**config.mk**
```make
export PLATFORM = sky130hd
export DESIGN_NAME = dmem_access_ctrl
export DESIGN_NICKNAME = d
export VERILOG_FILES = /design/src/rtl/cpu_types_pkg.sv /design/src/rtl/dmem_access_ctrl_llsc_link.sv /design/src/rtl/dmem_access_ctrl.sv
export SDC_FILE = /design/constraint.sdc
export NUM_CORES = 1
export LEC_CHECK = 0
export ABC_AREA = 1
export BUFFER_PORTS_ARGS = -buffer_cell sky130_fd_sc_hd__buf_2
export CAP_MARGIN = 20
export CORE_AREA = 2 2 92 94
export DETAILED_ROUTE_END_ITERATION = 8
export DIE_AREA = 0 0 94 96
export GPL_TIMING_DRIVEN = 0
export MAX_ROUTING_LAYER = met4
export PLACE_DENSITY_LB_ADDON = 0.08
export SLEW_MARGIN = 10
export SYNTH_ARGS = -nofsm -noshare
export SYNTH_HDL_FRONTEND = slang
export SYNTH_SLANG_ARGS = --single-unit
export TNS_END_PERCENT = 30
```
**constraint.sdc**
```tcl
create_clock -name CLK -period 2.1 [get_ports CLK]
set_clock_uncertainty 0.1 [all_clocks]
set_input_delay 0.105 -clock CLK [delete_from_list [all_inputs] [get_ports CLK]]
set_output_delay 0.105 -clock CLK [all_outputs]
set_load 0.005 [all_outputs]
```
**src/rtl/cpu_types_pkg.sv**
```systemverilog
// Shared CPU types for the pipelined MIPS core: the machine word and the
// state encoding of the memory-stage data-access controller.
package cpu_types_pkg;

    typedef logic [31:0] word_t;

    typedef enum logic [1:0] {
        IDLE = 2'd0,
        BUSY = 2'd1,
        DONE = 2'd2
    } dmemctl_state_t;

endpackage

```
**src/rtl/dmem_access_ctrl_llsc_link.sv**
```systemverilog
// LL/SC link register: remembers the word address of the last completed ll.
// A new ll always takes priority over any clearing event in the same cycle.
// Instantiated by dmem_access_ctrl only when LLSC_EN is defined.
module llsc_link (
    input  logic        clk,
    input  logic        rst,
    input  logic        setLink,
    input  logic        storeDone,
    input  logic        ccinv,
    input  logic [29:0] addr,
    input  logic [29:0] snoopAddr,
    output logic        link_match
);

    logic        linkValid;
    logic [29:0] linkAddr;

    assign link_match = linkValid && (linkAddr == addr);

    // Set on ll completion, clear on a store to the linked word or a matching snoop invalidate
    always_ff @(posedge clk) begin
        if (rst) begin
            linkValid <= 1'b0;
            linkAddr  <= '0;
        end else if (setLink) begin
            linkValid <= 1'b1;
            linkAddr  <= addr;
        end else if ((storeDone && link_match) ||
                     (ccinv && linkValid && (snoopAddr == linkAddr))) begin
            linkValid <= 1'b0;
        end
    end

endmodule

```
**src/rtl/dmem_access_ctrl.sv**
```systemverilog
// Memory-stage data-access controller: issues the D-cache request for the
// load/store in EX/MEM, stalls the pipeline until the cache answers, and
// registers the loaded word for MEM/WB. Optional macro LLSC_EN adds the
// LL/SC link register (llsc_link); without it ll/sc behave as lw/sw.
module dmem_access_ctrl
    import cpu_types_pkg::*;
(
    input  logic  CLK,
    input  logic  RST,
    input  logic  renIN,
    input  logic  wenIN,
    input  logic  llIN,
    input  logic  scIN,
    input  word_t addrIN,
    input  word_t storeIN,
    input  logic  flush,
    input  logic  dhit,
    input  word_t dmemload,
    input  logic  ccinv,
    input  word_t ccsnoopaddr,
    output logic  dREN,
    output logic  dWEN,
    output word_t dmemaddr,
    output word_t dmemstore,
    output logic  mem_stall,
    output word_t dmemloadOUT
);

    dmemctl_state_t state, nextState;

    logic  req, reqWrite, reqSc, reqLl, scFail;
    logic  opWrite, opSc, opLl;
    logic  curWrite, curSc, curLl;
    logic  complete, failDone;
    word_t captureData;

    assign req      = (renIN | wenIN) & ~flush;
    assign reqWrite = wenIN;
    assign reqSc    = wenIN & scIN;
    assign reqLl    = renIN & ~wenIN & llIN;

    assign dmemaddr  = {addrIN[31:2], 2'b00};
    assign dmemstore = storeIN;

    assign curWrite = (state == IDLE) ? reqWrite : opWrite;
    assign curSc    = (state == IDLE) ? reqSc    : opSc;
    assign curLl    = (state == IDLE) ? reqLl    : opLl;

    assign captureData = curWrite ? {31'b0, curSc} : dmemload;

`ifdef LLSC_EN
    logic linkMatch;
    logic unusedLowBits;

    assign scFail        = reqSc & ~linkMatch;
    assign unusedLowBits = ^{addrIN[1:0], ccsnoopaddr[1:0]};

    llsc_link uLink (
        .clk        (CLK),
        .rst        (RST),
        .setLink    (complete & curLl),
        .storeDone  (complete & curWrite),
        .ccinv      (ccinv),
        .addr       (addrIN[31:2]),
        .snoopAddr  (ccsnoopaddr[31:2]),
        .link_match (linkMatch)
    );
`else
    logic unusedLlscBits;

    assign scFail         = 1'b0;
    assign unusedLlscBits = ^{llIN, curLl, ccinv, ccsnoopaddr, addrIN[1:0]};
`endif

    // Request/stall outputs and next state; a failing sc skips the cache entirely
    always_comb begin
        nextState = state;
        dREN      = 1'b0;
        dWEN      = 1'b0;
        mem_stall = 1'b0;
        complete  = 1'b0;
        failDone  = 1'b0;
        case (state)
            IDLE: begin
                if (req) begin
                    mem_stall = 1'b1;
                    if (scFail) begin
                        failDone  = 1'b1;
                        nextState = DONE;
                    end else begin
                        dREN = ~reqWrite;
                        dWEN = reqWrite;
                        if (dhit) begin
                            complete  = 1'b1;
                            nextState = DONE;
                        end else begin
                            nextState = BUSY;
                        end
                    end
                end
            end
            BUSY: begin
                mem_stall = 1'b1;
                dREN      = ~opWrite;
                dWEN      = opWrite;
                if (dhit) begin
                    complete  = 1'b1;
                    nextState = DONE;
                end
            end
            DONE: begin
                nextState = IDLE;
            end
            default: begin
                nextState = IDLE;
            end
        endcase
    end

    // State, captured result, and the request kind frozen while waiting in BUSY
    always_ff @(posedge CLK) begin
        if (RST) begin
            state       <= IDLE;
            dmemloadOUT <= '0;
            opWrite     <= 1'b0;
            opSc        <= 1'b0;
            opLl        <= 1'b0;
        end else begin
            state <= nextState;
            if (complete) begin
                dmemloadOUT <= captureData;
            end else if (failDone) begin
                dmemloadOUT <= '0;
            end
            if (state == IDLE) begin
                opWrite <= reqWrite;
                opSc    <= reqSc;
                opLl    <= reqLl;
            end
        end
    end

endmodule
```
==> results of run 1 <==
## path summary, 6_finish.rpt
| path | to | slack [ps] | cells after the start |
|---|---|---|---|
| hold / removal | opSc$_SDFF_PP0_ | 30 | 3 |
| setup / recovery | dmemloadOUT[23]$_SDFFE_PP0P_ | 600 | 6 |
| hold reg to reg | dmemloadOUT[10]$_SDFFE_PP0P_ | 370 | 2 |
| setup reg to reg | dmemloadOUT[23]$_SDFFE_PP0P_ | 850 | 7 |
## kinds of logic (layout without fill, tap and decap cells)
logic type,count (synthesis),count (layout)
and+or+nand+nor,86,86
buffers and inverters,83,258
AOI/OAI and AO/OA,36,36
DFF,36,36
other,1,2
## metal layers
metal / up-vias / share of wire / global-route usage
li1: 1070 / - / -
met1: 858 / 0.43 / 0.1390
met2: 105 / 0.48 / 0.1994
met3: 5 / 0.087 / 0.02897
met4: 0 / 0.0080 / 0.03261
met5: - / 0 / -
## registers in the layout, indices dropped and copies added, names as in the netlist
name         flops
dmemloadOUT     32
state            2
opSc             1
opWrite          1
## power breakdown
group / internal [uW] / switching (uW)
Sequential: 712 / 14.5
Clock: 226 / 241
Combinational: 256 / 176
Total: 1190 / 432
## metrics by stage
stage | utilization | std cells | power, uW
global placement | 0.3467 | 483 | 1138
finish | 0.3974 | 523 | 1625
global route | 0.3974 | 523 | 1737
CTS | 0.3974 | 523 | 1671
floorplan | - | 243 | 975.9
detailed placement | 0.3467 | 483 | 1137
## cell type report
class	instances	area (um2)	share of cell area
Tap cell	105	131.4	0.04106
Clock inverter	1	5.005	0.001564
Sequential cell	36	720.7	0.2253
Inverter	7	28.78	0.008995
Multi-Input combinational cell	124	639.4	0.1998
Buffer	76	595.6	0.1862
Clock buffer	6	72.57	0.02268
Timing Repair Buffer	168	1006	0.3144
## worst min-delay path, stage by stage
cell and delay, ps:
buf_2 100, nand3_1 90, a21oi_1 60
## layout by cell type (no fill, tap or decap), drive strengths merged
master,netlist,layout
buf,75,210
o21ai,34,34
nand2,43,43
dfxtp,36,36
nor2,6,6
nor3b,1,1
a21oi,1,1
o22ai,1,1
conb,1,2
nand3,36,36
clkbuf,1,7
inv,7,7
dlygate4sd3,0,33
clkinv,0,1
## timing repair
item	in CTS	in global routing
hold buffers	33	0
setup buffers	0	0
endpoints found under the hold margin	34	0
==> impl_metrics.ini, run 1 <==
[yosys]
synth_warnings = 0
syn_inst = 242
synth_top_cells_by_area = dfxtp_1, buf_4, nand3_1
synth_top_area_cell = dfxtp_1
synthAdderAreaFrac = 0
synth_edf_count = 0
synth_compound_area_frac = 0.1124
yosysSeqAreaShare = 0.3639
yosysMostFrequentCell = buf_4
synth_top_area_frac = 0.3639
synth_xor_area_frac = 0
yosys-top-cells-count = buf_4, nand2_1, dfxtp_1
synth_area_um2 = 1981
async_flop_share = 0
synth.area.mux_share = 0
ys.flop_type = dfxtp_1
syn_area_per_cell_um2 = 8.185
synth_top_family_by_area = buffers and inverters
synth-seq-cells = 36
synth-simple-area-share = 0.2066
yosysUniqueCellTypes = 22

[timing]
hold_viol = 0
min_period_over_period = 0.7122
slew_viol_final = 0
min_period_ps = 1496
fmax_mhz = 668.7
rsz0062_at_grt = no
fin_setup_tns_ps = 0
holdWs_ps = 31.27
finalSetupViolCount = 0
finalWorstSetupSlack_ps = 604.5

[worst_setup_path]
start_kind = input port
cp_top_family = buffers and inverters
setup.worst_path.class = input port to flip-flop
r2r-start = state[1]$_SDFFE_PP0P_
startpoint = RST
crit_slowest_cell = dlygate4sd3_1
path_cells = dlygate4sd3_1 > buf_2 > inv_1 > clkbuf_1 > nand3_1 > o21ai_2
crit_buf_inv = 4
cpPeakStageDelay_ps = 530
cp-end-kind = flip-flop
critical_path_arrival_ps = 1620
cp.required_ps = 2220
path_max_fanout = 10

[grt]
grt_overflow = 0
grt_usage = 0.1174
grt_pass1_wl_um = 8010
grt_pass1_vias = 1730
antenna_found_initial = 0
grt_max_degree = 11

[job]
drv_cap = 0

[power]
powerDensity_nw_per_um2 = 508.1
power.static_leakage_uw = 0.001690
vdd_ir_drop_max_uv = 185.0

[layout]
syn_to_final_growth_pct = 61.53
drive_above_1_share = 0.5646
n_antenna_cell = 0
nets = 555
n_fill_cell = 845
fin_area_um2 = 3199

[place]
pre_cts_ws_ps = 814.3
gp_congestion = 0.6668
postPlaceCellArea_um2 = 2791
numPortBuffers = 135
hpwl_um = 4002

[clock_network]
clock_path_buffers = 2
clk_latency_ps = 280
clock_tree.root_cell = clkbuf_8
cts_resized = 0
clock_sinks = 36
tritoncts = done
htree_levels = 2
path_clk_slew_ps = 70
cts_inserted_buffers = 5

[die]
die_area_um2 = 9024
die_y_um = 96
initial_core_util = 0.2460
io_pins = 236
core_um2 = 8051
core.rowCount = 33
fp.dieW_um = 94

[drt]
vias = 2038
detail_route.wirelength_um = 5391
first_pass_iters = 5
drt-initial-drc-count = 55
ant_nets = 0
viasPerCell = 3.897
drc = 0
wl_per_cell_um = 10.31

[hold_path]
hold_class = input port to flip-flop
hold_start = scIN

[outcome]
status = finished clean
Note: power is estimated with default switching activity, not from simulation.
==> run 2: changes to the inputs <==
--- a/config.mk
+++ b/config.mk
@@ -8,9 +8,9 @@
 export ABC_AREA = 1
 export BUFFER_PORTS_ARGS = -buffer_cell sky130_fd_sc_hd__buf_2
 export CAP_MARGIN = 20
-export CORE_AREA = 2 2 92 94
+export CORE_AREA = 2 2 91 93
 export DETAILED_ROUTE_END_ITERATION = 8
-export DIE_AREA = 0 0 94 96
+export DIE_AREA = 0 0 93 95
 export GPL_TIMING_DRIVEN = 0
 export MAX_ROUTING_LAYER = met4
 export PLACE_DENSITY_LB_ADDON = 0.08
==> constraint.sdc (replaced) <==
create_clock -name CLK -period 1.41 [get_ports CLK]
set_clock_uncertainty 0.1 [all_clocks]
set_input_delay 0.0705 -clock CLK [delete_from_list [all_inputs] [get_ports CLK]]
set_output_delay 0.0705 -clock CLK [all_outputs]
set_load 0.005 [all_outputs]
==> run 2 against run 1 <==
Worst hold slack improved by 34 ps. Die area decreased by 2.1%. Cell count increased by 0.19%. Total power increased by 48%. Largest power group unchanged.
==> impl_metrics.ini, run 2 (synthesis gave the netlist of run 1 again) <==
[outcome]
status = finished clean

[die]
initial_core_util = 0.2498
die_y_um = 95
core.rowCount = 33
die_area_um2 = 8835
io_pins = 236
core_um2 = 7928
fp.dieW_um = 93

[worst_setup_path]
cp-endpoint = dWEN
r2r_cells = 7
cp.required_ps = 1240
regToRegSetupSlack_ps = 140
critical_path_arrival_ps = 1150
reg2reg_to = dmemloadOUT[18]$_SDFFE_PP0P_
path_max_fanout = 3
setup.worst_path.class = flip-flop to output port
startpoint = state[1]$_SDFFE_PP0P_
cp-end-kind = output port
r2r-start = state[1]$_SDFFE_PP0P_
start_kind = flip-flop

[timing]
finalSetupViolCount = 0
fin_setup_tns_ps = 0
slew_viol_final = 0
holdWs_ps = 65.34
min_period_ps = 1320
tightest_slew_ps = 515.6
min_period_over_period = 0.9364
rsz0062_at_grt = no
slew-limit-headroom = 0.6562
fmax_mhz = 757.4
hold_viol = 0

[job]
drv_cap = 0

[drt]
first_pass_iters = 4
wl_per_cell_um = 10.38
detail_route.wirelength_um = 5437
drt-initial-drc-count = 39
drc = 0
ant_nets = 0
vias = 2089
viasPerCell = 3.987

[clock_network]
clock_tree.root_cell = clkbuf_8
clock_path_buffers = 2
postCtsSetupBuffers = 0
cts_inserted_buffers = 5
htree_levels = 2
clock_sinks = 36
path_clk_slew_ps = 60
clk_latency_ps = 270
tritoncts = done

[layout]
fin_area_um2 = 3212
syn_to_final_growth_pct = 62.16
reg_top3 = dmemloadOUT (32), state (2)
regMostFlops = dmemloadOUT
largest_reg_flops = 32
nets = 556
layout_common_cells = buf_2, buf_4, nand2_1, dfxtp_1, nand3_1
drive_above_1_share = 0.5656
n_antenna_cell = 0
mostFrequentLayoutCell = buf_2

[hold_path]
hold_class = input port to flip-flop

[power]
power_uw = 2409
powerDensity_nw_per_um2 = 750.0
vdd_ir_drop_max_uv = 385.7
power.static_leakage_uw = 0.001695

[grt]
grt_pass1_vias = 1811
antenna_found_initial = 0
grt_max_degree = 11
grt_usage = 0.1185
grt_overflow = 0
grt_pass1_wl_um = 8004

[place]
gp_congestion = 0.6802
numPortBuffers = 135
hpwl_um = 4011
postPlaceCellArea_um2 = 2791
[run 2: cell count changes in the layout (fill, tap and decap cells not counted), sizes merged]
cell         change
dlygate4sd3      +1
[run 2: timing repair]
action | in CTS | in global routing
endpoints found under the setup margin | 0 | 1
hold buffers | 34 | 0
resized for setup | 0 | 1
hold endpoints to repair | 34 | 0
[run 2: critical path, cell delays in order, from the launching register on]
cell and delay, ps:
dfxtp_1 350, nor2_2 150, nand2_2 80, o21ai_0 160, buf_2 140
[run 2: power by group]
| group | internal [uW] | total (uW) | switching [uW] |
|---|---|---|---|
| clock | 336 | 677 | 342 |
| sequential | 1060 | 1080 | 22.3 |
| combinational | 384 | 649 | 265 |
| total | 1780 | 2410 | 629 |
[run 2: final cells by class]
class	instances	area (um2)
tap	105	131.4
timing repair buffer	169	1016
multi-input combinational	124	641.9
sequential	36	720.7
fill	838	4716
clock inverter	1	5.005
inverter	7	28.78
clock buffer	6	72.57
buffer	76	595.6
[run 2: routing by layer]
layer / global-route usage / wire length (um)
met2: 0.2174 / 2806
met4: 0.03309 / 46
met1: 0.1246 / 2079
met5: - / 0
met3: 0.03352 / 504
[run 2: how the worst min path moves through the flow]
stage,startpoint,to,slack [ps],cells past startpoint
detailed placement,RST,opWrite$_SDFF_PP0_,200,2
global placement,RST,opSc$_SDFF_PP0_,190,2
floorplan,RST,opSc$_SDFF_PP0_,40,1
finish,wenIN,opSc$_SDFF_PP0_,70,3
global route,dmemload[0],dmemloadOUT[0]$_SDFFE_PP0P_,70,5
CTS,wenIN,opSc$_SDFF_PP0_,50,3
[run 2: stage by stage]
| stage | setup WS (ps) | cells | util |
|---|---|---|---|
| after CTS | 26.14 | 524 | 0.4048 |
| after global placement | 145.6 | 483 | 0.3521 |
| after floorplan | 271.7 | 243 | - |
| final | 89.65 | 524 | 0.4051 |
| after global routing | 3.592 | 524 | 0.4051 |
| after detailed placement | 125.9 | 483 | 0.3521 |
